File: src/rtl/video_source_arbiter.sv
// -----------------------------------------------------------------------------
// video_source_arbiter
//   Selects one of three pixel sources (or black) for a single video sink.
//   Source changes requested on SrcSelect take effect only at a frame
//   boundary, so the sink never sees a frame stitched from two sources.
//
//   Optional feature (macro VIDEO_SRC_SWITCH_BLANK_EN): every source change
//   inserts one full black frame before the new source is granted.
//
// Parameters
//   H_ACTIVE       pixels per line
//   V_ACTIVE       lines per frame
// Ports
//   Clock          system clock, rising edge
//   Reset          synchronous, active-high reset
//   VideoReady     sink accepts the pixel on Video this cycle
//   SrcSelect      requested source (0..2 = Src0..Src2, 3 = black)
//   SrcNVideo      per-source 24-bit {R,G,B} pixel
//   SrcNReady      per-source pixel-advance strobe (combinational)
//   Video          pixel presented to the sink (combinational)
//   ActiveSrc      source currently granted
//   FrameStart     first pixel of a frame accepted this cycle (combinational)
//   SwitchPending  a source change is requested but not yet applied
// -----------------------------------------------------------------------------
module video_source_arbiter #(
    parameter int unsigned H_ACTIVE = 800,
    parameter int unsigned V_ACTIVE = 600
) (
    input  logic        Clock,
    input  logic        Reset,
    input  logic        VideoReady,
    input  logic [1:0]  SrcSelect,
    input  logic [23:0] Src0Video,
    input  logic [23:0] Src1Video,
    input  logic [23:0] Src2Video,
    output logic        Src0Ready,
    output logic        Src1Ready,
    output logic        Src2Ready,
    output logic [23:0] Video,
    output logic [1:0]  ActiveSrc,
    output logic        FrameStart,
    output logic        SwitchPending
);

    localparam int unsigned COL_W = (H_ACTIVE > 1) ? $clog2(H_ACTIVE) : 1;
    localparam int unsigned ROW_W = (V_ACTIVE > 1) ? $clog2(V_ACTIVE) : 1;
    localparam int unsigned PIX_W = 24;

    logic [COL_W-1:0] col_q, col_d;
    logic [ROW_W-1:0] row_q, row_d;
    logic [1:0]       active_q, active_d;
    logic             last_col, last_row, eof;
    logic             run;

    assign last_col = (col_q == COL_W'(H_ACTIVE - 1));
    assign last_row = (row_q == ROW_W'(V_ACTIVE - 1));
    assign eof      = VideoReady && last_col && last_row;

`ifdef VIDEO_SRC_SWITCH_BLANK_EN
    typedef enum logic {
        RUN   = 1'b0,
        BLANK = 1'b1
    } state_t;

    state_t state_q, state_d;

    assign run = (state_q == RUN);

    // State register
    always_ff @(posedge Clock) begin
        if (Reset) begin
            state_q <= RUN;
        end else begin
            state_q <= state_d;
        end
    end

    // Next state and grant update: a change first enters a black frame,
    // and the grant is reloaded from SrcSelect at the end of that frame.
    always_comb begin
        state_d  = state_q;
        active_d = active_q;
        if (eof) begin
            case (state_q)
                RUN: begin
                    if (SrcSelect != active_q) begin
                        state_d = BLANK;
                    end
                end
                BLANK: begin
                    active_d = SrcSelect;
                    state_d  = RUN;
                end
                default: state_d = RUN;
            endcase
        end
    end
`else
    assign run = 1'b1;

    // Grant update: only at end-of-frame, and only if still requested then
    always_comb begin
        active_d = active_q;
        if (eof && (SrcSelect != active_q)) begin
            active_d = SrcSelect;
        end
    end
`endif

    // Raster position, advancing once per accepted pixel
    always_comb begin
        col_d = col_q;
        row_d = row_q;
        if (VideoReady) begin
            if (last_col) begin
                col_d = '0;
                row_d = last_row ? '0 : row_q + ROW_W'(1);
            end else begin
                col_d = col_q + COL_W'(1);
            end
        end
    end

    // Counter and grant registers
    always_ff @(posedge Clock) begin
        if (Reset) begin
            col_q    <= '0;
            row_q    <= '0;
            active_q <= 2'd0;
        end else begin
            col_q    <= col_d;
            row_q    <= row_d;
            active_q <= active_d;
        end
    end

    // Zero-latency pixel mux; black for source 3 or during a blank frame
    always_comb begin
        Video = '0;
        if (run) begin
            case (active_q)
                2'd0:    Video = Src0Video;
                2'd1:    Video = Src1Video;
                2'd2:    Video = Src2Video;
                default: Video = PIX_W'(0);
            endcase
        end
    end

    assign Src0Ready     = VideoReady && !Reset && run && (active_q == 2'd0);
    assign Src1Ready     = VideoReady && !Reset && run && (active_q == 2'd1);
    assign Src2Ready     = VideoReady && !Reset && run && (active_q == 2'd2);
    assign FrameStart    = VideoReady && !Reset && (col_q == '0) && (row_q == '0);
    assign SwitchPending = !run || (SrcSelect != active_q);
    assign ActiveSrc     = active_q;

endmodule

File: config.mk
export PLATFORM = sky130hd
export DESIGN_NAME = video_source_arbiter
export DESIGN_NICKNAME = d
export VERILOG_FILES = /design/src/rtl/video_source_arbiter.sv
export SDC_FILE = /design/constraint.sdc
export NUM_CORES = 1
export LEC_CHECK = 0
export BUFFER_PORTS_ARGS = -buffer_cell sky130_fd_sc_hd__buf_4
export CORE_MARGIN = 5
export CORE_UTILIZATION = 35
export DETAILED_ROUTE_END_ITERATION = 8
export MAX_ROUTING_LAYER = met4
export PLACE_DENSITY = 0.68
export SLEW_MARGIN = 15
export SYNTH_ARGS = -nofsm -noshare
export SYNTH_HDL_FRONTEND = slang
export SYNTH_SLANG_ARGS = --single-unit
File: constraint.sdc
create_clock -name Clock -period 6.9 [get_ports Clock]
set_input_delay 2.07 -clock Clock [delete_from_list [all_inputs] [get_ports Clock]]
set_output_delay 2.07 -clock Clock [all_outputs]
set_load 0.01 [all_outputs]
Word-level counts from Yosys, hierarchy flattened. Cells that the tools add are included.

Add/sub/neg operators: 2. Equality and inequality tests: 5. Mux-type cells: 3. Reduce and logical (&&, ||, !) cells: 14.

Operators with widths (number): $pmux 24 s3 (1); $add 10x1->10 const B (2); $eq 10x10->1 const B (2); $logic_not 10->1 (2); $mux 10 (2); $logic_and 1x1->1 (9); $eq 2x1->1 const B (1); $eq 2x2->1 const B (1); $logic_not 2->1 (1); $ne 2x2->1 (1); $reduce_and 2->1 (1); $logic_not 1->1 (1).

Flip-flop bits (word level): 22. Bits of input ports: 77. Word-level logic and storage cells: 27.

Depth between registers and ports, before layout. Gate-level depths: netlist of the first run.

Depth after elaboration: 4. Mapped depth: 6. Mapped depth without buffers: 6.

Least setup slack after synthesis of the first run. Ideal clock, no wire load.

Path type: input to output. From: input port VideoReady. To: output port Src1Ready. Arrival time: 2.677 ns. Data required time: 4.830 ns. Slack: 2.153 ns. Stages: 3. Path buffers: 1. Cells stage by stage: buf_2 -> nand2b_1 -> nor3b_1.

Cells in the longest elaborated chain, start to end: 2.

Ends and longest elaborated chain: start: declaration (RTL line 31) `input logic VideoReady,`; $logic_and 1x1->1 (2 in a row) (RTL line 151) `assign Src1Ready = VideoReady && !Reset && run && (active_q == 2'd1);`; end: declaration (RTL line 37) `output logic Src1Ready,`.

No other way between the ends.

Worst setup path in the final report of the first run.
From: input port Reset. To: output port FrameStart.

Cells in the longest elaborated chain, start to end: 4.

Ends and longest elaborated chain: start: declaration (RTL line 30) `input logic Reset,`; $logic_not 1->1 (RTL line 153) `assign FrameStart = VideoReady && !Reset && (col_q == '0) && (row_q == '0);`; $logic_and 1x1->1 (3 in a row) (RTL line 153); end: declaration (RTL line 41) `output logic FrameStart,`.

No other way between the ends.

==> impl_metrics.tcl, run 1 <==
set metrics [dict create \
    status "finished, final reports clean" \
    cp_cell_sequence "buf_4, nand2b_1, nor3_1, buf_4" \
    final_util 0.5436 \
    power_density_mw_per_mm2 108.4 \
    syn_avg_cell_area_um2 7.485 \
    synthTopCellsByCount "nand2_1 (32), mux2i_1 (29), o21ai_0 (26)" \
    cp.arrival_ns 2.91 \
    ys.flop_type "dfxtp_1" \
    seqCellArea_um2 440.4 \
    synth_seq_area_share 0.2592 \
    path_max_fanout 13 \
    fin_skew_ns 0.002818 \
    areaGrowthSynthToFinish_pct 51.10 \
    finalCritPeriodShare 0.7216 \
    design_area_mm2 0.002567 \
    cts.repair.resized 0 \
    yosysMostFrequentCell "nand2_1" \
    vdd_ir_drop_max_mv 0.07871 \
    synth_area_leaders "dfxtp_1 (26%), mux2i_1 (17%), o21ai_0 (7.7%)" \
    initial_utilization 0.3597 \
    multi_input_area_mm2 0.001154 \
    slew_headroom 0.3690 \
    grt_pass1_wl_um 8783 \
    crit_top_cell "buf_4" \
    rsz0062_at_grt "no" \
    die_area_mm2 0.006348 \
    synth_edf_count 0 \
    drc 0 \
    end_kind "output pin" \
    clk_pin_slew_ns 0.07 \
    cpMaxStageDelayCell "nor3_1" \
    placed_area_mm2 0.002526 \
    gp_congestion 0.7949 \
    antenna_found_initial 0 \
    clk_path_buf_depth 2 \
    root_buffer "clkbuf_8" \
    hp-class "flip-flop to flip-flop" \
    drt-vias-per-instance 5.095 \
    hold_buffers 0 \
    setup_violations 0 \
    grt-ovfl-total 0 \
    htreeDepth 1 \
    cts_tree "built" \
    required_ns 4.83 \
    startpoint_type "input pin" \
    p_leak_nw 0.9826 \
    power.total_mw 0.2784 \
    drv_slew 0 \
    postCtsSetupRepairBufs 0 \
    synth-async-reset-ratio 0 \
    synth_fp_nets 308 \
    yosys_warnings 0 \
    post_drt_wl_per_cell_um 14.96 \
    fillers 488 \
    dpl_worst_slack_ns 1.930 \
    critical_path_class "input pin to output pin" \
    die_h_um 79.68 \
    synth_area_leader_cell "dfxtp_1" \
    ant_nets 0 \
    drv_cap 0 \
    n_antenna_cell 0 \
    hold_violations 0 \
    dr.pass1.iters 4 \
    grt_usage 0.1765 \
    drive_gt1_frac 0.3571 \
    cts_inserted_buffers 3 \
    vias 1982 \
    synthCells 227 \
    routed_wl_um 5818 \
    drtIter0Drc 68 \
    port_buffers 107 \
    period_minus_slack_ns 4.979 \
    ys_ff_latch 22 \
    grt_max_degree 32 \
    rows 25 \
    cpPeakStageDelay_ns 0.26 \
    clock-sinks 22 \
    setup_ws_ns 1.921 \
    die-width_um 79.68 \
    fmax_ghz 0.2008 \
    fin_nets 405 \
    tns_ns 0 \
    grt_pass1_vias 1779 \
    syn_area_mm2 0.001699 \
    yosysTopAreaCellShare 0.2592 \
    clock_latency_ns 0.26 \
    core_mm2 0.004723 \
    worst_slew_pin_slew_ns 0.9451 \
    ios 108 \
    dpl.hpwl_um 4608 \
    synth_cell_types 31 \
]
[power by group]
group	internal [mW]	switching (mW)	total, mW
Combinational	0.0446	0.0245	0.0691
Sequential	0.128	0.00180	0.130
Clock	0.0390	0.0404	0.0795
[sequential cells by signal (all words and copies together) (netlist names)]
name and count:
ActiveSrc 2, col_q 10, row_q 10
[worst paths after layout]
path,end,slack (ns),depth (start not counted),from
worst max-delay path,FrameStart,1.92,4,Reset
worst min-delay path,row_q[1],0.53,2,row_q[1]
worst min register to register,row_q[1],0.53,2,row_q[1]
worst max register to register,row_q[6],4.59,5,col_q[0]
[layout make-up]
class | count | area share
multi-input combinational | 180 | 0.4493
clock buffer | 3 | 0.01608
tap | 67 | 0.03265
sequential | 22 | 0.1715
timing repair buffer | 109 | 0.3187
inverter | 8 | 0.01170
[layer usage]
metal  up-vias  part of all wire  global-route usage
met2        90              0.47              0.2846
met4         0             0.018             0.04811
met3         6              0.10             0.03612
met1       902              0.40              0.2239
li1        984                 -                   -
met5         -                 0                   -
[cells by family after synthesis]
logic type               count (synthesis)  synth area share
adder cells (fa/ha/maj)                  4           0.02946
multiplexers                            30            0.1775
buffers and inverters                   25           0.06185
AO/OA/AOI/OAI                           34            0.1097
XOR/XNOR                                15           0.07732
flip-flops                              22            0.2592
AND/OR/NAND/NOR                         97            0.2850
[cell usage in the layout, fill, tap and decap left out, types with 2 or more instances in the layout]
master / count
a21oi_1: 5
and4_1: 4
buf_4: 109
clkbuf_8: 3
dfxtp_1: 22
ha_1: 4
inv_1: 8
mux2i_1: 29
nand2_1: 32
nand2b_1: 2
nand3_1: 12
nand4_1: 5
nor2_1: 19
nor3_1: 9
nor3b_1: 2
nor4_1: 5
o21ai_0: 26
or3_1: 2
xnor2_1: 12
xor2_1: 3
[worst max-delay path: cells and delay by family]
family,cells,cell delay (ns)
buffers and inverters,2,0.33
AND/OR/NAND/NOR,2,0.51
[stage by stage]
stage,hold slack [ns],instances
4_1_cts,0.5236,389
5_1_grt,0.5497,389
3_5_place_dp,0.5124,386
3_3_place_gp,0.4836,386
6_report,0.5256,389
2_1_floorplan,0.4616,227
Power figures use the tool's default switching activity.
==> run 2, diff against run 1 <==
Clock period 6.9 ns to 5.08 ns, I/O delays scaled along.
==> run 2 against run 1 <==
Critical path depth is the same. Worst setup slack lost 0.78 ns. Clock power grew 31%. Wire length shrank 1.4%. Register-to-register slack lost 1.9 ns. Total power grew 34%. Via count shrank 2.4%. Combinational power grew 36%. Hold slack lost 0.016 ns. Non-clock buffer count grew 1. Die area is the same. Largest cell class unchanged.
==> impl_metrics.tcl, run 2 (synthesized netlist as in run 1, its figures left out) <==
set metrics [dict create \
    rsz0062_at_grt "no" \
    startpoint_type "input pin" \
    slew_headroom 0.4818 \
    grt_max_degree 31 \
    antenna_found_initial 0 \
    root_buffer "clkbuf_8" \
    htreeDepth 1 \
    die_area_mm2 0.006348 \
    dr.pass1.iters 4 \
    ios 108 \
    grt_pass1_wl_um 8866 \
    final_util 0.5452 \
    postCtsSetupRepairBufs 0 \
    clk_pin_slew_ns 0.07 \
    ant_nets 0 \
    dpl.hpwl_um 4617 \
    setup_violations 0 \
    power_density_mw_per_mm2 145.3 \
    port_buffers 107 \
    reg2regPathDepth 5 \
    areaGrowthSynthToFinish_pct 51.55 \
    holdPathStages 2 \
    initial_utilization 0.3597 \
    drv_slew 0 \
    fin_nets 406 \
    core_mm2 0.004723 \
    status "finished, final reports clean" \
    whs_ns 0.5098 \
    die_h_um 79.68 \
    cts.repair.resized 0 \
    p_leak_nw 0.9880 \
    vias 1934 \
    drive_gt1_frac 0.3591 \
    drtIter0Drc 89 \
    required_ns 3.56 \
    hold_violations 0 \
    post_drt_wl_per_cell_um 14.71 \
    gp_congestion 0.8113 \
    path_max_fanout 13 \
    grt-ovfl-total 0 \
    grt_pass1_vias 1823 \
    clk_path_buf_depth 2 \
    vdd_ir_drop_max_mv 0.1135 \
    finalCritPeriodShare 0.7749 \
    die-width_um 79.68 \
    tns_ns 0 \
    cts_tree "built" \
    cp.arrival_ns 2.41 \
    layout_common_cells "buf_4 (110), nand2_1 (32), mux2i_1 (29), o21ai_0 (26), dfxtp_1 (22)" \
    grt_usage 0.1761 \
    rows 25 \
    drt-vias-per-instance 4.959 \
    worst_slew_pin_slew_ns 0.7763 \
    hp-class "flip-flop to flip-flop" \
    hold_buffers 0 \
    n_antenna_cell 0 \
    cts_inserted_buffers 3 \
    clock_latency_ns 0.25 \
    drv_cap 0 \
    critical_path_class "input pin to output pin" \
    routed_wl_um 5736 \
    clock-sinks 22 \
    fmax_ghz 0.2540 \
    final_common_cell "buf_4" \
    fin_skew_ns 0.002293 \
    end_kind "output pin" \
    period_minus_slack_ns 3.937 \
    drc 0 \
]
-- run 2: routing by layer --
metal | vias to the layer above | GRT usage | part of all wire
met5 | - | - | 0
met4 | 0 | 0.02749 | 0.0091
met1 | 869 | 0.2139 | 0.41
met2 | 82 | 0.3030 | 0.48
li1 | 981 | - | -
met3 | 2 | 0.03950 | 0.10
-- run 2: area by class of cell --
type / instances / area [µm²]
clock buffer: 3 / 41.29
fill: 470 / 2148
inverter: 8 / 30.03
multi-input combinational: 180 / 1154
sequential: 22 / 440.4
tap: 67 / 83.83
timing repair buffer: 110 / 825.8
-- run 2: worst max-delay path: stages --
cell and delay (ns):
buf_4 0.16, nand2b_1 0.24, nor3_1 0.31, buf_4 0.18
-- run 2: worst paths after layout --
kind / start / endpoint / slack, ns
max: Reset / FrameStart / 1.14
min: row_q[1] / row_q[1] / 0.51
max reg2reg: col_q[0] / row_q[6] / 2.69
min reg2reg: row_q[1] / row_q[1] / 0.51
-- run 2: per-stage QoR --
stage,cell area [µm²],cells,setup WS (ns),power [mW]
final,2575,390,1.143,0.3740
after global routing,2575,390,1.087,0.3966
after CTS,2575,390,1.162,0.3825
after detailed placement,2534,387,1.174,0.2751
after global placement,2534,387,1.151,0.2732
after floorplan,1699,227,1.425,0.2077
-- run 2: report_power, final --
part           switching (mW)  total [mW]  internal [mW]
Clock                  0.0510       0.104         0.0527
Combinational          0.0333      0.0938         0.0605
Sequential            0.00246       0.176          0.174
Total                  0.0867       0.374          0.287
==> run 3, diff against run 2 <==
Settings changed: PLACE_DENSITY 0.68 to 0.71.
Clock period 5.08 ns to 3.6 ns, I/O delays scaled along.
==> run 3 against run 2 <==
Final area rose by 1.2%. Sequential power rose by 41%. Clock power rose by 120%. Combinational power rose by 41%. Count of clock-buffer cells in the layout did not move.
==> impl_metrics.tcl, run 3 (synthesized netlist as in run 1, its figures left out) <==
set metrics [dict create \
    status "finished, final reports clean" \
    postCtsSetupRepairBufs 0 \
    clk_pin_slew_ns 0.08 \
    clk_path_buf_depth 2 \
    grt_usage 0.1787 \
    stdcell_count 391 \
    die_h_um 79.68 \
    clock_latency_ns 0.26 \
    rows 25 \
    initial_utilization 0.3597 \
    core_mm2 0.004723 \
    grt_pass1_wl_um 9052 \
    layout_common_cells "buf_4 (110), nand2_1 (32), mux2i_1 (29), o21ai_0 (26), dfxtp_1 (21)" \
    hp-class "flip-flop to flip-flop" \
    grt_pass1_vias 1861 \
    fillers 475 \
    post_drt_wl_per_cell_um 14.76 \
    htreeDepth 1 \
    p_leak_nw 1.003 \
    hold_violations 0 \
    final_util 0.5518 \
    root_buffer "clkbuf_8" \
    tns_ns 0 \
    fin_nets 406 \
    n_antenna_cell 0 \
    worst_slew_pin_slew_ns 0.6788 \
    ios 108 \
    period_minus_slack_ns 3.051 \
    routed_wl_um 5770 \
    drtIter0Drc 53 \
    drv_cap 0 \
    cp.arrival_ns 1.97 \
    rsz0062_at_grt "no" \
    cts_tree "built" \
    drive_gt1_frac 0.3642 \
    clock-sinks 22 \
    die_area_mm2 0.006348 \
    required_ns 2.52 \
    critical_path_class "input pin to output pin" \
    dr.pass1.iters 4 \
    vias 1932 \
    end_kind "output pin" \
    fmax_ghz 0.3278 \
    die-width_um 79.68 \
    vdd_ir_drop_max_mv 0.1450 \
    multi_input_area_mm2 0.001154 \
    dpl.hpwl_um 4558 \
    rrSetupSlack_ns 1.29 \
    finalCritPeriodShare 0.8474 \
    port_buffers 107 \
    antenna_found_initial 0 \
    areaGrowthSynthToFinish_pct 53.39 \
    startpoint_type "input pin" \
    path_max_fanout 13 \
    power_density_mw_per_mm2 235.0 \
    grt-ovfl-total 0 \
    ant_nets 0 \
    drv_slew 0 \
    cts_inserted_buffers 3 \
    cts.repair.resized 0 \
    drc 0 \
    slew_headroom 0.5475 \
    fin_skew_ns 0.002969 \
    dpl.cell_count 387 \
    hold_buffers 0 \
    seqCellArea_um2 441.7 \
    final_common_cell "buf_4" \
    gp_congestion 0.7978 \
    grt_max_degree 31 \
    drt-vias-per-instance 4.941 \
    setup_violations 0 \
]
[run 3: worst max-delay path, stage by stage]
cell	delay, ns
buf_4	0.16
nand2b_1	0.24
nor3_1	0.31
buf_4	0.18
[run 3: path summary, 6_finish.rpt]
kind,cells past startpoint,from,endpoint
setup / recovery,4,Reset,FrameStart
hold / removal,2,row_q[1],row_q[1]
setup reg to reg,5,col_q[0],row_q[6]
hold reg to reg,2,row_q[1],row_q[1]
[run 3: power by group]
part           internal (mW)  leakage, nW  switching, mW  total, mW
registers              0.245        0.178        0.00344      0.249
logic                 0.0854        0.789         0.0462      0.132
clock network          0.149       0.0357         0.0833      0.232
total                  0.480         1.00          0.133      0.612
[run 3: routing by layer]
metal | vias up | share of wire | global-route usage
li1 | 986 | - | -
met3 | 10 | 0.10 | 0.04176
met4 | 0 | 0.011 | 0.03952
met2 | 76 | 0.48 | 0.3047
met5 | - | 0 | -
met1 | 860 | 0.41 | 0.2138
[run 3: area by class of cell]
cell class	count	area share
timing repair buffer	110	0.3169
inverter	8	0.01152
sequential	22	0.1695
tap	67	0.03217
clock inverter	1	0.01152
clock buffer	3	0.01584
multi-input combinational	180	0.4426
[run 3: through the flow]
step	area, µm²	hold slack, ns	setup WS [ns]	power (mW)
finish	2606	0.5030	0.5494	0.6124
floorplan	1699	0.4616	0.8328	0.2931
global placement	2535	0.4815	0.5387	0.3849
detailed placement	2535	0.4921	0.5752	0.3876
global route	2606	0.5477	0.5170	0.6418
CTS	2606	0.5043	0.5671	0.6204
